$ cat src/rtl/mem_rd_pkg.sv
// mem_rd_pkg: shared widths, FSM state encoding and buffer depth for mem_stream_reader.
// Revision 1.0
`default_nettype none

package mem_rd_pkg;

  localparam int ADDR_W_DEF = 6;
  localparam int DATA_W_DEF = 8;

  localparam int BUF_DEPTH = 2;

  localparam logic [1:0] IDLE  = 2'd0;
  localparam logic [1:0] READ  = 2'd1;
  localparam logic [1:0] DRAIN = 2'd2;
  localparam logic [1:0] FIN   = 2'd3;

endpackage

`default_nettype wire

$ cat src/rtl/rd_buf2.sv
// rd_buf2: two-entry synchronous FIFO of {last, data}; push and pop may coincide when full.
// Revision 1.0
`default_nettype none

module rd_buf2
  import mem_rd_pkg::*;
#(
  parameter int DATA_W = DATA_W_DEF
) (
  input  logic              clk,
  input  logic              rst,
  input  logic              push,
  input  logic [DATA_W-1:0] push_data,
  input  logic              push_last,
  input  logic              pop,
  output logic [1:0]        count,
  output logic [DATA_W-1:0] head_data,
  output logic              head_last
);

  logic [DATA_W-1:0] data_q [BUF_DEPTH];
  logic              last_q [BUF_DEPTH];
  logic              wr_ptr;
  logic              rd_ptr;
  logic              do_push;
  logic              do_pop;

  assign do_pop  = pop && (count != 2'd0);
  // A full buffer can still accept a word if the head leaves in the same cycle.
  assign do_push = push && ((count < 2'(BUF_DEPTH)) || do_pop);

  always_ff @(posedge clk) begin
    if (rst) begin
      wr_ptr <= 1'b0;
      rd_ptr <= 1'b0;
      count  <= 2'd0;
      for (int i = 0; i < BUF_DEPTH; i++) begin
        data_q[i] <= '0;
        last_q[i] <= 1'b0;
      end
    end else begin
      if (do_push) begin
        data_q[wr_ptr] <= push_data;
        last_q[wr_ptr] <= push_last;
        wr_ptr         <= ~wr_ptr;
      end
      if (do_pop) begin
        rd_ptr <= ~rd_ptr;
      end
      case ({do_push, do_pop})
        2'b10:   count <= count + 2'd1;
        2'b01:   count <= count - 2'd1;
        default: count <= count;
      endcase
    end
  end

  assign head_data = data_q[rd_ptr];
  assign head_last = last_q[rd_ptr] && (count != 2'd0);

endmodule

`default_nettype wire

$ cat src/rtl/mem_stream_reader.sv
// mem_stream_reader: sweeps a window of a 1-cycle-latency block memory and streams it out valid/ready.
// Revision 1.0
`default_nettype none

module mem_stream_reader
  import mem_rd_pkg::*;
#(
  parameter int ADDR_W = ADDR_W_DEF,
  parameter int DATA_W = DATA_W_DEF
) (
  input  logic              clk,
  input  logic              rst,
  input  logic              start,
  input  logic [ADDR_W-1:0] start_addr,
  input  logic [ADDR_W:0]   num_words,
  output logic [ADDR_W-1:0] mem_addr,
  output logic              mem_we,
  input  logic [DATA_W-1:0] mem_dout,
  output logic [DATA_W-1:0] out_data,
  output logic              out_valid,
  input  logic              out_ready,
  output logic              out_last,
  output logic              busy,
  output logic              done
);

  localparam logic [ADDR_W:0]   REM_ONE  = {{ADDR_W{1'b0}}, 1'b1};
  localparam logic [ADDR_W-1:0] ADDR_ONE = {{(ADDR_W-1){1'b0}}, 1'b1};

  logic [1:0]      state;
  logic [ADDR_W:0] remaining;
  logic            pend;
  logic            pend_last;
  logic [1:0]      occ;
  logic            pop;
  logic            issue;
  logic            drained;

  assign mem_we    = 1'b0;
  assign out_valid = (occ != 2'd0);
  assign pop       = out_valid && out_ready;
  assign busy      = (state != IDLE);
  assign done      = (state == FIN);

  // Words already buffered plus the one in flight must leave room for the next capture.
  assign issue = (state == READ) && (remaining != '0) &&
                 (({1'b0, occ} + {2'b00, pend}) < (3'd2 + {2'b00, pop}));

  assign drained = !pend && ((occ == 2'd0) || ((occ == 2'd1) && pop));

  always_ff @(posedge clk) begin
    if (rst) begin
      state     <= IDLE;
      mem_addr  <= '0;
      remaining <= '0;
      pend      <= 1'b0;
      pend_last <= 1'b0;
    end else begin
      pend      <= issue;
      pend_last <= issue && (remaining == REM_ONE);
      case (state)
        IDLE: begin
          if (start) begin
            if (num_words != '0) begin
              mem_addr  <= start_addr;
              remaining <= num_words;
              state     <= READ;
            end else begin
              state <= FIN;
            end
          end
        end
        READ: begin
          if (issue) begin
            mem_addr  <= mem_addr + ADDR_ONE;
            remaining <= remaining - REM_ONE;
            if (remaining == REM_ONE) begin
              state <= DRAIN;
            end
          end
        end
        DRAIN: begin
          if (drained) begin
            state <= FIN;
          end
        end
        FIN: begin
          state <= IDLE;
        end
        default: begin
          state <= IDLE;
        end
      endcase
    end
  end

  rd_buf2 #(
    .DATA_W(DATA_W)
  ) u_buf (
    .clk       (clk),
    .rst       (rst),
    .push      (pend),
    .push_data (mem_dout),
    .push_last (pend_last),
    .pop       (pop),
    .count     (occ),
    .head_data (out_data),
    .head_last (out_last)
  );

endmodule

`default_nettype wire

$ cat config.mk
export PLATFORM = sky130hd
export DESIGN_NAME = mem_stream_reader
export DESIGN_NICKNAME = d
export VERILOG_FILES = /design/src/rtl/mem_rd_pkg.sv /design/src/rtl/rd_buf2.sv /design/src/rtl/mem_stream_reader.sv
export SDC_FILE = /design/constraint.sdc
export NUM_CORES = 1
export LEC_CHECK = 0
export CORE_ASPECT_RATIO = 0.9
export CORE_MARGIN = 2
export CORE_UTILIZATION = 50
export DETAILED_ROUTE_END_ITERATION = 12
export PLACE_DENSITY = 0.78
export SLEW_MARGIN = 5
export SYNTH_ARGS = -nofsm -noshare
export SYNTH_HDL_FRONTEND = slang
export SYNTH_SLANG_ARGS = --single-unit
$ cat constraint.sdc
create_clock -name clk -period 2.73 [get_ports clk]
set_input_delay 0.6825 -clock clk [delete_from_list [all_inputs] [get_ports clk]]
set_output_delay 0.6825 -clock clk [all_outputs]
set_load 0.01 [all_outputs]
==> results by group, run 1 <==
Clock network
  – Total CTS buffers: 5
  – Worst-case clock buffer depth: 2
  – Clock slew at reported path FFs: approximately 0.07 ns
  – Clock Latency Late Sink: 0.28 ns
  – CTS sink cnt: 40
  – TritonCTS clock tree: yes
  – Htree depth: 2
  – Cts hold-fix bufs: 0
  – Post-cts gate resize count: 0
  – Post-CTS setup repair buffer count: 0
  – Root Buffer: clkbuf_8

Finish
  – Layout cell share with drive strength beyond 1: roughly an eighth
  – Synth-to-Final Area Change: 24.83%
  – Antenna diodes: 0
  – Post-route design area: 2774 µm²
  – Nets: 305

Floorplanning
  – I/O pin cnt: 44
  – Die width: 74.27 µm
  – Cell Rows: 22
  – DIE HEIGHT: approximately 67 µm
  – Core area: 4184 µm²
  – Die area: 4994 µm²
  – Initial Utilization: 53.11%

Logic synthesis
  – Post-Syn Area per Cell: ~10 µm²
  – FFs w/ async S/R, synth: 0%
  – Yosys top cell area share: 24.32%
  – Post-synth cell types: approximately 50
  – Largest family of logic cells by synthesized area: simple AND/OR/NAND/NOR gates
  – Synth Area in Adders: under 10%
  – Multiplexer share of the synthesized area: approximately 5.0%
  – #FFs+latches synth: 40
  – Synth Area in Compound Gates: about 15%
  – Synth warnings: 0
  – Synth area leaders: edfxtp_1, dfxtp_1, ha_1, and2_1, a21oi_1
  – Post-synth EDFFs: 18
  – Post-Syn Area: 2222 µm²
  – Syn Nets: 261
  – Mapped Cells: ~220
  – Synth Flop Type: dfxtp_1
  – Post-synth top cells: dfxtp_1, nor2_1, and2_1
  – Sequential share of the synthesized area: 44.14%
  – XOR/XNOR Fraction of Synth Area: 2.365%
  – Cell type with the largest total area after synthesis: edfxtp_1
  – Most common cell in the synthesized netlist: dfxtp_1
  – Post-synthesis simple-gate area fraction: 21.00%

Route
  – WL per Instance: 13.82 µm
  – WL final: 4533 µm
  – First drt pass iteration count: 4
  – Post-route DRC: 0
  – DR vias: 1729
  – DRT iter0 DRCs: 74
  – Avg Vias per Cell: 5.271
  – Routed Antenna Nets: 0

Outcome
  – Status: completed

Min path
  – Hold depth: 2
  – Worst hold endpoint: mem_addr[5]
  – Worst hold-check path type: flip-flop to flip-flop
  – Hold path start: mem_addr[5]

Setup path
  – Register-to-register setup slack: ~0.53 ns
  – FF-to-FF End: u_buf.data_q[1][1]
  – CP Data Arrival Time: 1.73 ns
  – R2R cell count: 6
  – Worst r2r src: u_buf.count[0]
  – CP startpoint kind: flip-flop
  – Critical path required time: 2.05 ns
  – Crit path max fanout: 9
  – WS Path Type: flip-flop to primary output
  – CP endpoint kind: primary output

Global routing
  – Largest net degree at the start of global routing: 26
  – GRT Util Overall: 19.70%
  – First-pass GRT wire length: 7431 µm
  – Initial antenna violation count: 0
  – Number of global-route vias before repair: between 1500 and 2000
  – Grt total ovfl: 0

STA
  – Slew headroom: 48.48%
  – Clock skew: 0.005150 ns
  – Final setup fails: 0
  – Final period util: 88.23%
  – Tmin final: 2.409 ns
  – Peak Freq: 415.2 MHz
  – Max Slew Vio Count: 0
  – Fin. Hold Viols: 0
  – RSZ-0062 raised after global routing: false
  – Setup tns final: 0 ns
  – Worst-margin pin slew: roughly 0.77 ns

Pwr
  – VDD IR-drop max: 0.5633 mV
  – Power density cells: roughly 940 nW/µm²
  – Leak: between 1 and 1.5 nW

Placed design
  – Port bufs: 42
  – DP HPWL: 3320 µm
  – GPL Wtd Cong: 0.8085
  – Placed cell areas: roughly 2700 µm²

Flow run
  – Max-cap check violation count: 0
layout by cell type, fill, tap and decap left out, types with 5 or more instances in the layout:
| cell | Yosys | final |
|---|---|---|
| nor3_1 | 9 | 9 |
| o21ai_0 | 5 | 5 |
| nand3_1 | 6 | 6 |
| buf_4 | 1 | 5 |
| clkdlybuf4s50_1 | 0 | 42 |
| dfxtp_1 | 22 | 22 |
| ha_1 | 13 | 13 |
| and2_1 | 19 | 19 |
| inv_1 | 10 | 10 |
| a21oi_1 | 18 | 18 |
| clkbuf_8 | 0 | 5 |
| edfxtp_1 | 18 | 18 |
| nor2_1 | 20 | 20 |
| nand2_1 | 11 | 11 |
| mux2_2 | 8 | 8 |
cell type report:
| class | instances | area, µm² |
|---|---|---|
| Clock buffer | 6 | 72.57 |
| Sequential cell | 40 | 980.9 |
| Timing Repair Buffer | 47 | 457.9 |
| Multi-Input combinational cell | 162 | 1134 |
| Tap cell | 60 | 75.07 |
| Clock inverter | 2 | 12.51 |
| Fill cell | 361 | 1410 |
| Inverter | 11 | 41.29 |
flip-flops by register name (all words and copies together) (netlist names), named ones only:
signal and cells:
remaining 7, mem_addr 6, u_buf.last_q 2, u_buf.wr_ptr 1
state 2, pend_last 1, pend 1, u_buf.data_q 16
u_buf.count 2, u_buf.rd_ptr 1
per-layer routing:
| metal | wire (µm) | part of all wire, % | track usage (%) | vias to the layer above |
|---|---|---|---|---|
| met5 | 0 | 0 | 0 | - |
| met4 | 17 | 0.38 | 3.348 | 0 |
| met3 | 203 | 4.5 | 5.821 | 2 |
| met2 | 2142 | 47 | 33.04 | 41 |
| met1 | 2170 | 48 | 25.75 | 807 |
| li1 | - | - | - | 879 |
cell families (layout without fill, tap and decap cells):
kind of cell	after synthesis	count (layout)
AOI/OAI and AO/OA	49	49
xor gates and xnor gates	6	6
adders and majority gates	13	13
buffers and inverters	21	66
DFF	40	40
muxes	10	10
other	1	1
and+or+nand+nor	83	83
metrics by stage:
stage | hold slack (ns) | cells | power, mW | setup WS [ns] | utilization, %
5_1_grt | 0.5283 | 328 | 2.804 | 0.2299 | 66.30
6_report | 0.4941 | 328 | 2.606 | 0.3213 | 66.30
3_3_place_gp | 0.4669 | 320 | 2.190 | 0.1484 | 64.26
3_5_place_dp | 0.4824 | 320 | 2.231 | 0.07271 | 64.26
2_1_floorplan | 0.4741 | 223 | 1.848 | 0.6017 | -
4_1_cts | 0.4938 | 328 | 2.610 | 0.2893 | 66.30
critical path, stage by stage, from the launching register on:
cell and delay [ns]:
dfxtp_1 0.57, mux2_2 0.40, clkdlybuf4s50_1 0.48
where the power goes:
part / switching (mW) / leakage [nW] / internal (mW) / total (mW)
registers: 0.156 / 0.367 / 0.780 / 0.935
clock network: 0.200 / 0.0412 / 0.179 / 0.378
logic: 0.663 / 0.662 / 0.629 / 1.29
how the worst max path moves through the flow:
stage                     cells after the start  slack [ns]            endpoint  startpoint
after floorplan                               4        0.60  u_buf.data_q[0][0]   out_ready
after global placement                        6        0.15         mem_addr[0]   out_ready
after detailed placement                      5        0.07  u_buf.data_q[1][1]   out_ready
after CTS                                     2        0.29         out_data[7]   flip-flop
after global routing                          4        0.23                busy    state[0]
final                                         2        0.32         out_data[7]   flip-flop
Note: power is estimated with default switching activity, not from simulation.
==> run 2: changes to the inputs <==
--- a/config.mk
+++ b/config.mk
@@ -9,8 +9,7 @@
 export CORE_MARGIN = 2
 export CORE_UTILIZATION = 50
 export DETAILED_ROUTE_END_ITERATION = 12
-export PLACE_DENSITY = 0.78
-export SLEW_MARGIN = 5
+export PLACE_DENSITY = 0.84
 export SYNTH_ARGS = -nofsm -noshare
 export SYNTH_HDL_FRONTEND = slang
 export SYNTH_SLANG_ARGS = --single-unit
==> results by group, run 2 (synthesized netlist as in run 1, its figures left out) <==
Route
  – Post-route DRC: 0
  – Routed Antenna Nets: 0
  – DR vias: 1735
  – Avg Vias per Cell: 5.274
  – First drt pass iteration count: 4
  – DRT iter0 DRCs: 129
  – WL per Instance: about 13 µm
  – WL final: 4383 µm

Clock network
  – Total CTS buffers: 5
  – TritonCTS clock tree: yes
  – Post-CTS setup repair buffer count: 0
  – Htree depth: 2
  – CTS sink cnt: 40
  – Clock slew at reported path FFs: 0.08 ns
  – Cts hold-fix bufs: 0
  – Worst-case clock buffer depth: 2
  – Root Buffer: clkbuf_8
  – Clock Latency Late Sink: ~0.3 ns
  – Post-cts gate resize count: 0

STA
  – Peak Freq: around 410 MHz
  – Tmin final: 2.417 ns
  – Setup tns final: 0 ns
  – Worst-margin pin slew: 0.7298 ns
  – Final setup fails: 0
  – RSZ-0062 raised after global routing: false
  – Clock skew: 0.007626 ns
  – Final period util: 88.52%
  – Slew headroom: 50.97%
  – Fin. Hold Viols: 0
  – Max Slew Vio Count: 0

Placed design
  – DP HPWL: 3262 µm
  – Port bufs: 42
  – GPL Wtd Cong: 0.7905
  – Dpl cells: 321

Global routing
  – Grt total ovfl: 0
  – First-pass GRT wire length: 7417 µm
  – Largest net degree at the start of global routing: 26
  – Number of global-route vias before repair: between 1500 and 2000
  – GRT Util Overall: 19.54%
  – Initial antenna violation count: 0

Finish
  – Antenna diodes: 0
  – Multi-input combinational cell area: 1134 µm²
  – Most common cell after layout, fill and taps aside: clkdlybuf4s50_1
  – Biggest regs: u_buf.data_q: 16 flops, remaining: 7 flops, mem_addr: 6 flops
  – Most frequent cells in the layout: clkdlybuf4s50_1, dfxtp_1, nor2_1
  – Max reg flops: 16
  – Reg area: 980.9 µm²
  – Biggest register: u_buf.data_q
  – Layout cell share with drive strength beyond 1: 13.01%
  – Final Non-Filler Cells: 329
  – Fillers: 342
  – Nets: 306
  – Synth-to-Final Area Change: 25.73%

Setup path
  – Slowest-stage cell, CP: dfxtp_1
  – Crit path cell chain: mux2_2 > clkdlybuf4s50_1
  – Register-to-register setup slack: 0.51 ns
  – Cell family with most CP delay: flip-flops
  – CP startpoint kind: flip-flop
  – WS Path Type: flip-flop to primary output
  – Critical path required time: roughly 2.1 ns
  – WP buf/inv: 1
  – CP Data Arrival Time: approximately 1.7 ns
  – Crit path max fanout: 9
  – R2R cell count: 7
  – CP endpoint kind: primary output
  – Worst r2r src: u_buf.count[0]
  – FF-to-FF End: mem_addr[0]
  – Largest stage delay on the critical path: 0.56 ns

Floorplanning
  – Die width: ~74 µm
  – I/O pin cnt: 44
  – Initial Utilization: 53.11%
  – DIE HEIGHT: 67.25 µm
  – Die area: about 5000 µm²
  – Cell Rows: 22
  – Core area: ~4200 µm²

Pwr
  – VDD IR-drop max: 0.5908 mV
  – Leak: 1.077 nW
  – Power density cells: 940.5 nW/µm²
  – Tot Pwr: ~2.6 mW

Min path
  – Hold path start: mem_addr[5]
  – Worst hold endpoint: mem_addr[5]
  – Worst hold-check path type: flip-flop to flip-flop
  – Hold depth: 2

Outcome
  – Status: completed

Flow run
  – Max-cap check violation count: 0
-- run 2: through the flow --
| stage | worst slack (ns) | utilization [%] | cell area (µm²) | hold WS [ns] |
|---|---|---|---|---|
| after CTS | 0.2820 | 66.78 | 2794 | 0.4873 |
| after global placement | 0.1067 | 64.44 | 2696 | 0.4648 |
| after global routing | 0.2075 | 66.78 | 2794 | 0.5221 |
| after detailed placement | 0.08385 | 64.44 | 2696 | 0.4770 |
| after floorplan | 0.6017 | - | 2222 | 0.4741 |
| final | 0.3133 | 66.78 | 2794 | 0.4829 |
-- run 2: worst max path at each step --
stage	from	to	slack [ns]	cells after the start
finish	flip-flop	out_data[3]	0.31	2
global route	out_ready	u_buf.data_q[1][7]	0.21	5
CTS	flip-flop	out_data[3]	0.28	2
detailed placement	out_ready	u_buf.data_q[1][7]	0.08	5
global placement	out_ready	mem_addr[0]	0.11	6
floorplan	out_ready	u_buf.data_q[0][0]	0.60	4
-- run 2: cell type report --
class                      instances  area share [%]
inverter                          11           1.478
clock inverter                     2          0.5374
sequential                        40           35.11
clock buffer                       6           2.956
timing repair buffer              48           16.66
tap                               60           2.687
multi-input combinational        162           40.57
-- run 2: worst reg2reg max path, stage by stage (launching register included) --
cell     delay, ns
dfxtp_1       0.42
inv_1         0.06
ha_1          0.25
nor2b_1       0.30
a211o_2       0.23
nand4_4       0.32
or3_1         0.46
a21oi_1       0.12
-- run 2: report_power, final --
| group | switching [mW] | internal [mW] |
|---|---|---|
| logic | 0.652 | 0.629 |
| registers | 0.153 | 0.780 |
| clock network | 0.209 | 0.204 |
-- run 2: layer usage --
layer	global-route usage [%]	vias to the layer above	part of all wire (%)
met2	31.14	55	45
met3	5.970	6	6.6
met5	0	-	0
met4	4.688	0	0.94
met1	26.22	789	48
li1	-	885	-
==> run 3: changes to the inputs <==
--- a/config.mk
+++ b/config.mk
@@ -5,11 +5,12 @@
 export SDC_FILE = /design/constraint.sdc
 export NUM_CORES = 1
 export LEC_CHECK = 0
+export ABC_AREA = 1
 export CORE_ASPECT_RATIO = 0.9
 export CORE_MARGIN = 2
 export CORE_UTILIZATION = 50
 export DETAILED_ROUTE_END_ITERATION = 12
-export PLACE_DENSITY = 0.84
+export PLACE_DENSITY = 0.83
 export SYNTH_ARGS = -nofsm -noshare
 export SYNTH_HDL_FRONTEND = slang
 export SYNTH_SLANG_ARGS = --single-unit
==> constraint.sdc (replaced) <==
create_clock -name clk -period 2.3 [get_ports clk]
set_input_delay 0.575 -clock clk [delete_from_list [all_inputs] [get_ports clk]]
set_output_delay 0.575 -clock clk [all_outputs]
set_load 0.01 [all_outputs]
==> results by group, run 3 <==
STA
  – Fin. Hold Viols: 0
  – Clock skew: 0.004242 ns
  – Peak Freq: 456.4 MHz
  – Final period util: 95.26%
  – Setup tns final: 0 ns
  – Tmin final: approximately 2.2 ns
  – Final setup fails: 0
  – Max Slew Vio Count: 0
  – RSZ-0062 raised after global routing: false

Floorplanning
  – Die width: 75.80 µm
  – DIE HEIGHT: 68.62 µm
  – I/O pin cnt: 44
  – Cell Rows: 23
  – Initial Utilization: between 50% and 60%
  – Core area: 4461 µm²
  – Die area: 5201 µm²

Logic synthesis
  – Sequential share of the synthesized area: 42.29%
  – Post-synth top cells: nand2_1, nor2_1, inv_1
  – Post-synth cell types: 30
  – Syn Nets: 358
  – Post-synth EDFFs: 18
  – FFs w/ async S/R, synth: 0%
  – Synth area leaders: edfxtp_1, dfxtp_1, nand2_1, nor2_1, ha_1
  – #FFs+latches synth: 40
  – Synth Flop Type: dfxtp_1
  – Synth warnings: 0
  – Cell type with the largest total area after synthesis: edfxtp_1
  – Most common cell in the synthesized netlist: nand2_1
  – Post-Syn Area per Cell: 7.249 µm²
  – Yosys top cell area share: 23.30%
  – Post-Syn Area: 2320 µm²
  – Mapped Cells: 320

Setup path
  – Worst path depth: 4
  – WS Path Type: flip-flop to primary output
  – CP startpoint kind: flip-flop
  – CP startpoint: state[0]
  – CP most frequent cell: inv_1
  – Crit path max fanout: 4
  – FF-to-FF End: u_buf.last_q[0]
  – CP Data Arrival Time: 1.62 ns
  – Slowest-stage cell, CP: clkdlybuf4s50_1
  – Largest stage delay on the critical path: 0.53 ns
  – Critical path required time: 1.73 ns
  – R2R cell count: 9
  – WP buf/inv: 3
  – Cell family with most CP delay: buffers and inverters
  – CP endpoint kind: primary output
  – Register-to-register setup slack: between 0.3 and 0.4 ns
  – Crit path cell chain: inv_1 > ha_1 > inv_1 > clkdlybuf4s50_1
  – CP endpoint: busy
  – Worst r2r src: u_buf.count[0]

Clock network
  – Clock slew at reported path FFs: 0.08 ns
  – Total CTS buffers: 5
  – TritonCTS clock tree: yes
  – Htree depth: 2
  – Root Buffer: clkbuf_8
  – Cts hold-fix bufs: 0
  – Worst-case clock buffer depth: 2
  – CTS sink cnt: 40
  – Clock Latency Late Sink: between 0.2 and 0.3 ns

Finish
  – Biggest register: u_buf.data_q
  – Multi-input combinational cell area: 1107 µm²
  – Antenna diodes: 0
  – Synth-to-Final Area Change: 25.62%
  – Fillers: approximately 380
  – Final core occ: around 65%
  – Most frequent cells in the layout: nand2_1, nor2_1, inv_1
  – Layout cell share with drive strength beyond 1: 6.831%
  – Biggest regs: u_buf.data_q: 16 flops, remaining: 7 flops, mem_addr: 6 flops
  – Most common cell after layout, fill and taps aside: nand2_1
  – Max reg flops: 16
  – Reg area: 980.9 µm²
  – Nets: 403

Flow run
  – Max-cap check violation count: 0

Route
  – First drt pass iteration count: 4
  – WL final: 4748 µm
  – Routed Antenna Nets: 0
  – Post-route DRC: 0
  – Avg Vias per Cell: 4.785
  – DR vias: 2048
  – WL per Instance: about 11 µm
  – DRT iter0 DRCs: between 100 and 150

Global routing
  – Largest net degree at the start of global routing: 23
  – Grt total ovfl: 0
  – Initial antenna violation count: 0
  – Number of global-route vias before repair: 1999
  – GRT Util Overall: between 20% and 30%
  – First-pass GRT wire length: a little over 8000 µm

Pwr
  – Leak: 1.416 nW
  – Power density cells: 1232 nW/µm²
  – VDD IR-drop max: 0.6460 mV

Min path
  – Worst hold-check path type: flip-flop to flip-flop
  – Hold depth: 2
  – Hold path start: u_buf.wr_ptr

Placed design
  – Port bufs: 42
  – DP HPWL: ~3500 µm
  – GPL Wtd Cong: 0.8104

Outcome
  – Status: completed
run 3: cell count changes after synthesis, moves of 8 or more:
| cell | previous run | this run |
|---|---|---|
| a21oi_1 | 18 | 5 |
| and2_1 | 19 | 0 |
| inv_1 | 10 | 42 |
| mux2_2 | 8 | 0 |
| nand2_1 | 11 | 97 |
| nand3_1 | 6 | 15 |
| nor2_1 | 20 | 59 |
| nor3_1 | 9 | 0 |
run 3: area by class of cell:
| cell class | count | share of cell area [%] |
|---|---|---|
| clock buffer | 5 | 2.362 |
| sequential | 40 | 33.66 |
| inverter | 44 | 5.668 |
| multi-input combinational | 225 | 38.00 |
| clock inverter | 3 | 1.460 |
| timing repair buffer | 49 | 16.19 |
| tap | 62 | 2.662 |
run 3: worst min path at each step:
stage	end	slack, ns
4_1_cts	u_buf.wr_ptr	0.52
3_5_place_dp	u_buf.rd_ptr	0.50
5_1_grt	u_buf.wr_ptr	0.54
3_3_place_gp	u_buf.wr_ptr	0.48
6_report	u_buf.wr_ptr	0.51
2_1_floorplan	u_buf.wr_ptr	0.46
run 3: cells by family (layout without fill, tap and decap cells):
logic type / after synthesis / after routing / synth area share (%)
simple gates: 187 / 187 / 33.71
compound gates: 20 / 20 / 5.340
fa+ha+maj: 13 / 13 / 7.012
buf+inv: 55 / 101 / 9.978
xor+xnor: 4 / 4 / 1.511
flops: 40 / 40 / 42.29
other cells: 1 / 1 / 0.1617
run 3: power breakdown:
group	internal (mW)	switching [mW]	total (mW)	leakage, nW
Clock	0.321	0.252	0.573	0.0541
Combinational	0.796	1.10	1.90	0.994
Sequential	0.954	0.163	1.12	0.368
Total	2.07	1.52	3.59	1.42
run 3: worst register-to-register path: stages (launching register included):
cell	delay, ns
dfxtp_1	0.37
inv_1	0.08
ha_1	0.20
inv_2	0.09
nand2_1	0.10
a21oi_1	0.17
inv_1	0.10
nor2_1	0.09
nand2_1	0.07
nand2_1	0.32
run 3: layer usage:
layer | track usage [%] | routed length (µm)
met5 | 0 | 0
met1 | 24.43 | 2098
met2 | 36.75 | 2366
met3 | 3.488 | 266
met4 | 7.895 | 17
run 3: stage by stage:
step	total power, mW	std cells	area [µm²]	hold slack [ns]	worst slack, ns
6_report	3.591	428	2914	0.5126	0.1090
5_1_grt	3.939	428	2914	0.5374	0.04860
4_1_cts	3.607	428	2914	0.5172	0.1044
3_5_place_dp	3.034	420	2804	0.5028	0.007738
3_3_place_gp	2.956	420	2804	0.4773	0.08025
2_1_floorplan	2.480	320	2320	0.4610	0.4339
run 3: what timing repair did:
action | CTS | global route
resized for setup | 1 | 0
endpoints found under the setup margin | 1 | 0
setup buffers | 0 | 0
